$ cat src/rtl/mcu_spi_cmd_bridge.sv
// mcu_spi_cmd_bridge: bus-programmed SPI command engine framing CS/cmd/ack/data/end-ack
// transactions to an MCU, with TX/RX byte FIFOs, programmable length, ack timeout and IRQ.
module mcu_spi_fifo #(
  parameter int DEPTH = 8,
  localparam int AW = $clog2(DEPTH)
) (
  input  logic        clk,
  input  logic        rst,
  input  logic        flush,
  input  logic        push,
  input  logic        pop,
  input  logic [7:0]  din,
  output logic [7:0]  dout,
  output logic        empty,
  output logic        full,
  output logic [AW:0] level
);
  logic [7:0] mem_q [DEPTH];
  logic [AW-1:0] wp_q, rp_q;
  logic [AW:0] lvl_q;
  logic do_push, do_pop;
  assign level = lvl_q;
  assign empty = lvl_q == '0;
  assign full = lvl_q == (AW+1)'(DEPTH);
  assign do_push = push & ~full;
  assign do_pop = pop & ~empty;
  assign dout = mem_q[rp_q];
  always_ff @(posedge clk or posedge rst)
    if (rst) begin
      wp_q <= '0;
      rp_q <= '0;
      lvl_q <= '0;
    end else if (flush) begin
      wp_q <= '0;
      rp_q <= '0;
      lvl_q <= '0;
    end else begin
      wp_q <= wp_q + AW'(do_push);
      rp_q <= rp_q + AW'(do_pop);
      lvl_q <= lvl_q + (AW+1)'(do_push) - (AW+1)'(do_pop);
    end
  always_ff @(posedge clk)
    if (do_push) mem_q[wp_q] <= din;
endmodule

module mcu_spi_cmd_bridge #(
  parameter int FIFO_DEPTH  = 8,
  parameter int LEN_WIDTH   = 8,
  parameter int CMD_BITS    = 4,
  parameter int ACK_TIMEOUT = 0
) (
  input  logic       SClk,
  input  logic       Reset,
  input  logic       BusWrite,
  input  logic       BusRead,
  input  logic [1:0] BusAddr,
  input  logic [7:0] WriteData,
  output logic [7:0] ReadData,
  input  logic       SPIDi,
  output logic       SPIDo,
  output logic       nMCUSel,
  input  logic       MCUReadyFallingEdge,
  output logic       SPIClkRunning,
  output logic       SPIClkStretch,
  output logic       Irq
);
  localparam int LW = $clog2(FIFO_DEPTH);
  localparam int TW = $clog2(ACK_TIMEOUT + 2);
  typedef enum logic [2:0] {IDLE, LOWER_CS, SEND_CMD, WAIT_ACK, LOAD, SEND_DATA, WAIT_END, RAISE_CS} state_t;
  state_t state_q, state_d;
  logic [7:0] sh_q, sh_d;
  logic [2:0] bit_q, bit_d;
  logic [LEN_WIDTH-1:0] rem_q, rem_d, len_q, len_d;
  logic [CMD_BITS-1:0] cmd_q, cmd_d;
  logic [TW-1:0] tcnt_q, tcnt_d;
  logic ack_q, ack_d, done_q, done_d, tmo_q, tmo_d, ovf_q, ovf_d, irqen_q, irqen_d, nsel_q, nsel_d;
  logic wr_data, wr_ctrl, wr_len, rd_pop, busy, start, flush, w1c, is_rd, tmo_hit;
  logic tx_pop, rx_push, done_set, tmo_set;
  logic [7:0] tx_dout, rx_dout, status;
  logic tx_empty, tx_full, rx_empty, rx_full;
  logic [LW:0] tx_lvl, rx_lvl;

  function automatic logic [3:0] sat4(input logic [LW:0] v);
    return (32'(v) > 15) ? 4'hF : 4'(v);
  endfunction

  assign wr_data = BusWrite && BusAddr == 2'd0;
  assign wr_ctrl = BusWrite && BusAddr == 2'd1;
  assign wr_len = BusWrite && BusAddr == 2'd2;
  assign rd_pop = BusRead && BusAddr == 2'd0;
  assign busy = state_q != IDLE;
  assign start = wr_ctrl && !busy && WriteData[4];
  assign flush = wr_ctrl && !busy && WriteData[5];
  assign w1c = wr_ctrl && WriteData[7];
  assign is_rd = cmd_q[0];
  assign tmo_hit = (ACK_TIMEOUT > 0) && (32'(tcnt_q) >= ACK_TIMEOUT - 1);

  mcu_spi_fifo #(.DEPTH(FIFO_DEPTH)) u_tx (
    .clk(SClk), .rst(Reset), .flush(flush), .push(wr_data), .pop(tx_pop), .din(WriteData),
    .dout(tx_dout), .empty(tx_empty), .full(tx_full), .level(tx_lvl)
  );
  mcu_spi_fifo #(.DEPTH(FIFO_DEPTH)) u_rx (
    .clk(SClk), .rst(Reset), .flush(flush), .push(rx_push), .pop(rd_pop), .din({sh_q[6:0], SPIDi}),
    .dout(rx_dout), .empty(rx_empty), .full(rx_full), .level(rx_lvl)
  );

  always_comb begin
    state_d = state_q;
    sh_d = sh_q;
    bit_d = bit_q;
    rem_d = rem_q;
    ack_d = ack_q | MCUReadyFallingEdge;
    tx_pop = 1'b0;
    rx_push = 1'b0;
    done_set = 1'b0;
    tmo_set = 1'b0;
    case (state_q)
      IDLE: if (start) begin
        state_d = LOWER_CS;
        rem_d = len_q;
      end
      LOWER_CS: begin
        sh_d = {{(8-CMD_BITS){1'b1}}, cmd_q};
        ack_d = 1'b0;
        state_d = SEND_CMD;
      end
      SEND_CMD, SEND_DATA: begin
        sh_d = {sh_q[6:0], SPIDi};
        bit_d = bit_q + 3'd1;
        if (bit_q == 3'd7) begin
          if (state_q == SEND_CMD) state_d = WAIT_ACK;
          else begin
            rx_push = is_rd;
            rem_d = rem_q - LEN_WIDTH'(1);
            state_d = (rem_q > LEN_WIDTH'(1)) ? LOAD : WAIT_END;
          end
        end
      end
      WAIT_ACK, WAIT_END: if (ack_q) begin
        ack_d = MCUReadyFallingEdge;
        state_d = (state_q == WAIT_END) ? RAISE_CS : (rem_q != '0) ? LOAD : WAIT_END;
      end else if (tmo_hit) begin
        tmo_set = 1'b1;
        state_d = RAISE_CS;
      end
      LOAD: if (is_rd ? !rx_full : !tx_empty) begin
        tx_pop = !is_rd;
        sh_d = is_rd ? 8'hFF : tx_dout;
        state_d = SEND_DATA;
      end
      RAISE_CS: begin
        done_set = 1'b1;
        state_d = IDLE;
      end
      default: state_d = IDLE;
    endcase
    // any state change restarts the count, so each wait state starts from zero
    tcnt_d = (state_d == state_q) ? tcnt_q + TW'(1) : '0;
  end

  assign len_d = (wr_len && !busy) ? WriteData[LEN_WIDTH-1:0] : len_q;
  assign cmd_d = (wr_ctrl && !busy) ? WriteData[CMD_BITS-1:0] : cmd_q;
  assign irqen_d = wr_ctrl ? WriteData[6] : irqen_q;
  assign done_d = done_set | (done_q & ~start & ~w1c);
  assign tmo_d = tmo_set | (tmo_q & ~start & ~w1c);
  assign ovf_d = (wr_data & tx_full) | (ovf_q & ~w1c);
  assign nsel_d = (state_q == LOWER_CS) ? 1'b0 : (state_q == RAISE_CS) ? 1'b1 : nsel_q;

  always_ff @(posedge SClk or posedge Reset)
    if (Reset) begin
      state_q <= IDLE;
      sh_q <= 8'hFF;
      bit_q <= '0;
      rem_q <= '0;
      len_q <= '0;
      cmd_q <= '0;
      tcnt_q <= '0;
      ack_q <= 1'b0;
      done_q <= 1'b0;
      tmo_q <= 1'b0;
      ovf_q <= 1'b0;
      irqen_q <= 1'b0;
      nsel_q <= 1'b1;
    end else begin
      state_q <= state_d;
      sh_q <= sh_d;
      bit_q <= bit_d;
      rem_q <= rem_d;
      len_q <= len_d;
      cmd_q <= cmd_d;
      tcnt_q <= tcnt_d;
      ack_q <= ack_d;
      done_q <= done_d;
      tmo_q <= tmo_d;
      ovf_q <= ovf_d;
      irqen_q <= irqen_d;
      nsel_q <= nsel_d;
    end

  assign status = {done_q, tmo_q, busy, ovf_q, tx_full, tx_empty, rx_full, rx_empty};
  assign ReadData = (BusAddr == 2'd0) ? (rx_empty ? 8'hFF : rx_dout) :
                    (BusAddr == 2'd1) ? status :
                    (BusAddr == 2'd2) ? 8'(len_q) : {sat4(tx_lvl), sat4(rx_lvl)};
  assign SPIDo = sh_q[7];
  assign nMCUSel = nsel_q;
  assign SPIClkRunning = !(state_q inside {IDLE, LOWER_CS, RAISE_CS});
  assign SPIClkStretch = state_q inside {WAIT_ACK, LOAD, WAIT_END};
  assign Irq = irqen_q & done_q;
endmodule

$ cat config.mk
export PLATFORM = sky130hd
export DESIGN_NAME = mcu_spi_cmd_bridge
export DESIGN_NICKNAME = d
export VERILOG_FILES = /design/src/rtl/mcu_spi_cmd_bridge.sv
export SDC_FILE = /design/constraint.sdc
export NUM_CORES = 1
export LEC_CHECK = 0
export ABC_AREA = 1
export ABC_CLOCK_PERIOD_IN_PS = 5400
export BUFFER_PORTS_ARGS = -buffer_cell sky130_fd_sc_hd__buf_2
export CORE_MARGIN = 2
export CORE_UTILIZATION = 35
export CTS_CLUSTER_SIZE = 12
export DETAILED_ROUTE_END_ITERATION = 12
export GPL_TIMING_DRIVEN = 1
export SYNTH_ARGS = -nofsm -noshare
export SYNTH_HDL_FRONTEND = slang
export SYNTH_SLANG_ARGS = --single-unit
$ cat constraint.sdc
create_clock -name SClk -period 5.4 [get_ports SClk]
set_input_delay 0.54 -clock SClk [delete_from_list [all_inputs] [get_ports SClk]]
set_output_delay 0.54 -clock SClk [all_outputs]
set_load 0.02 [all_outputs]
==> qor.txt <==
Max Clk Rate - 0.318 GHz
Largest net degree at the start of global routing - 61
Max_slew headroom - 0.133
# DRC - 0
Hold Vio Cnt, Final - 0
Final setup fails - 0
Worst Tran Pin Value - 1.29 ns
Synth Area per Inst - 9.79 sq um
Worst path arrival time - 2.60 ns
Via density - 4.82
# diodes - 0
DIE HEIGHT - 162 um
Leakage - 4.08 nW
1st-iter DRT viols - 481
CTS Root Cell - clkbuf_16
P_int - 3.15 mW
Total net switching power - 2.23 mW
RD Place Congestion - 0.808
First-pass GRT wire length - 32500 um
Total die area - 26100 sq um
Final period util - 0.582
CTS resizes - 0
GRT Util Overall - 0.161
Vias in the first global route - 6011
Syn_nets - 928
CP Max Fanout - 18
Die Wd - 162 um
Post-CTS setup buffer count - 0
First drt pass iteration count - 5
Sequential Power Share - 0.407
Synthesized instance count - 887
Synth cell types - 38
Final setup TNS - 0 ns
Setup crit start kind - flip-flop
Clk pin slew, worst setup/hold paths - 0.08 ns
# Max-Cap Violations - 0
CTS tree - done
Mapped Area - 8690 sq um
WL/cell - 16.1 um
CTS sink count - 188
DP HPWL - 13500 um
Sequential area share after synthesis - 0.617
Worst Path Required - 4.86 ns
Crit path kind - reg2out
Outcome - finished clean
Clock period minus worst slack - 3.14 ns
Initial antenna violation count - 0
CTS Buf Count - 17
WHS - 0.317 ns
Num rows - 57
FF+latch count, synth - 188
Power share of the combinational group - 0.369
CTS Hold Bufs - 0
Ratio of cells with drive above 1 in the final layout - 0.110
Htree depth - 4
I/O pin cnt - 29
DRT Wirelength - 20100 um
Core area - 24300 sq um
Max-slew violations - 0
Layout Nets - 953
Share of power burned in the clock network - 0.225
Routed Antenna Nets - 0
Net Sw Frac - 0.414
Worst vdd ir - 0.292 mV
Area added between synthesis and finish - 12.1%
CTS Buffer Depth - 2
Starting density of the core - 0.357
Critical Path Sink Type - output pin
Grt total ovfl - 0
RSZ-0062 raised after global routing - no
Yosys warns - 0
Via count - 6016
Worst hold path type - in2async
PD cells - 553 nW/um^2
Port Buffers - 28
Skew final - 0.0149 ns
Worst skew pair latency - 0.44 ns
## cells in the final DEF (no fill, tap or decap), types with 2 or more instances in the layout
cell       count
inv_6          3
clkbuf_16     17
ha_1          23
dfstp_2        9
nor2_4         3
nor3_2         2
nand2_2        4
nand2_1      271
inv_2          6
xor2_1         3
nor2_1        62
xnor2_1        7
nand3_1      131
nor3_1         6
edfxtp_1     128
nor2_2         2
o21ai_1        4
dfrtp_1       51
o21ai_0       36
clkinv_1       2
nand3_2        2
nor3b_1        3
inv_1         70
fa_1           2
clkinv_8       4
clkinv_4       3
buf_2         28
inv_8          2
buf_4          9
a21oi_1       14
o221ai_1       7
## power by group through the flow
stage / registers [mW] / clock network [mW] / logic [mW]
floorplan: 2.07 / 0 / 1.55
global placement: 2.21 / 0 / 1.96
detailed placement: 2.22 / 0 / 1.99
CTS: 2.19 / 1.23 / 2.00
global route: 2.23 / 1.28 / 2.30
finish: 2.19 / 1.21 / 1.98
## cell families (layout without fill, tap and decap cells)
| logic type | after synthesis | after routing | share of synthesized area |
|---|---|---|---|
| XOR/XNOR | 10 | 10 | 0.0101 |
| AO/OA/AOI/OAI | 63 | 63 | 0.0400 |
| AND/OR/NAND/NOR | 491 | 491 | 0.243 |
| adder cells (fa/ha/maj) | 25 | 25 | 0.0377 |
| buffers and inverters | 109 | 147 | 0.0510 |
| flip-flops | 188 | 188 | 0.617 |
| multiplexers | 1 | 1 | 0.00130 |
## area by class of cell
class | count | area, sq um
Fill cell | 2353 | 14600
Sequential cell | 188 | 5360
Multi-Input combinational cell | 590 | 2890
Clock buffer | 17 | 425
Tap cell | 324 | 405
Inverter | 78 | 297
Timing Repair Buffer | 37 | 208
Clock inverter | 15 | 155
## metal layers
layer  up-vias  part of all wire  global-route usage
met5         -                 0                   0
met4         0             0.023              0.0613
met3        34             0.033              0.0231
met2       137              0.49               0.275
met1      2830              0.46               0.209
li1       3015                 -                   -
## state kept, by name (all words and copies together), names as in the netlist, 3 cells and up
signal / count
sh_q: 8
len_q: 8
u_tx.wp_q: 3
u_tx.level: 4
u_rx.rp_q: 3
u_rx.wp_q: 3
u_tx.mem_q: 64
state_q: 3
cmd_q: 4
u_rx.mem_q: 64
bit_q: 3
u_rx.level: 4
rem_q: 8
u_tx.rp_q: 3
## critical path, cell delays in order, from the launching register on
cell     delay [ns]
dfrtp_1        0.82
inv_1          0.50
nand3_1        0.21
nand3_1        0.12
nand3_1        0.14
nand2_1        0.06
nand2_1        0.11
buf_2          0.19
## Yosys cell counts
master	n	area, sq um
nor3_1	7	35.0
xnor2_1	7	61.3
o221ai_1	7	61.3
inv_4	1	6.26
o21ai_1	4	20.0
ha_1	23	288
dfstp_2	9	236
clkbuf_1	16	60.1
dfrtp_1	51	1280
nand4_1	1	6.26
buf_4	3	22.5
nor3b_1	3	22.5
fa_1	2	40.0
nand2_1	271	1020
nand3_1	131	656
nand3_2	2	20.0
nand2_4	1	11.3
nand2_2	4	25.0
xor2_1	3	26.3
edfxtp_1	128	3840
inv_2	5	18.8
o21ai_2	1	8.76
nor3_2	1	10.0
buf_6	1	11.3
clkinv_2	1	5.00
a21oi_1	14	70.1
inv_1	71	267
o211ai_1	1	7.51
nor2_4	3	33.8
nor2_2	2	12.5
buf_2	9	45.0
o21ai_0	36	180
buf_1	2	7.51
mux2_2	1	11.3
or2_2	1	6.26
nand3_4	1	17.5
nor2_1	62	233
nand3b_1	1	7.51
## path summary, 6_finish.rpt
check | startpoint | end | slack, ns | depth (start not counted)
max in group asynchronous | Reset | u_tx.level[1] | 4.55 | 3
worst max-delay path | u_rx.rp_q[1] | ReadData[7] | 2.26 | 7
worst min-delay path | Reset | rem_q[3] | 0.32 | 3
min in group SClk | MCUReadyFallingEdge | ack_q | 0.37 | 3
worst min register to register | nMCUSel | nMCUSel | 0.46 | 2
worst max register to register | state_q[0] | u_rx.mem_q[5][6] | 2.66 | 6
## per-stage QoR
stage | area, sq um | setup WS, ns | power [mW] | std cells | util
floorplan | 8690 | 3.18 | 3.62 | 887 | -
global placement | 9160 | 2.69 | 4.17 | 1217 | 0.377
detailed placement | 9160 | 2.64 | 4.21 | 1217 | 0.377
CTS | 9740 | 2.19 | 5.43 | 1249 | 0.400
global route | 9740 | 2.02 | 5.81 | 1249 | 0.400
finish | 9740 | 2.26 | 5.38 | 1249 | 0.400
(Power assumes the default switching activity.)
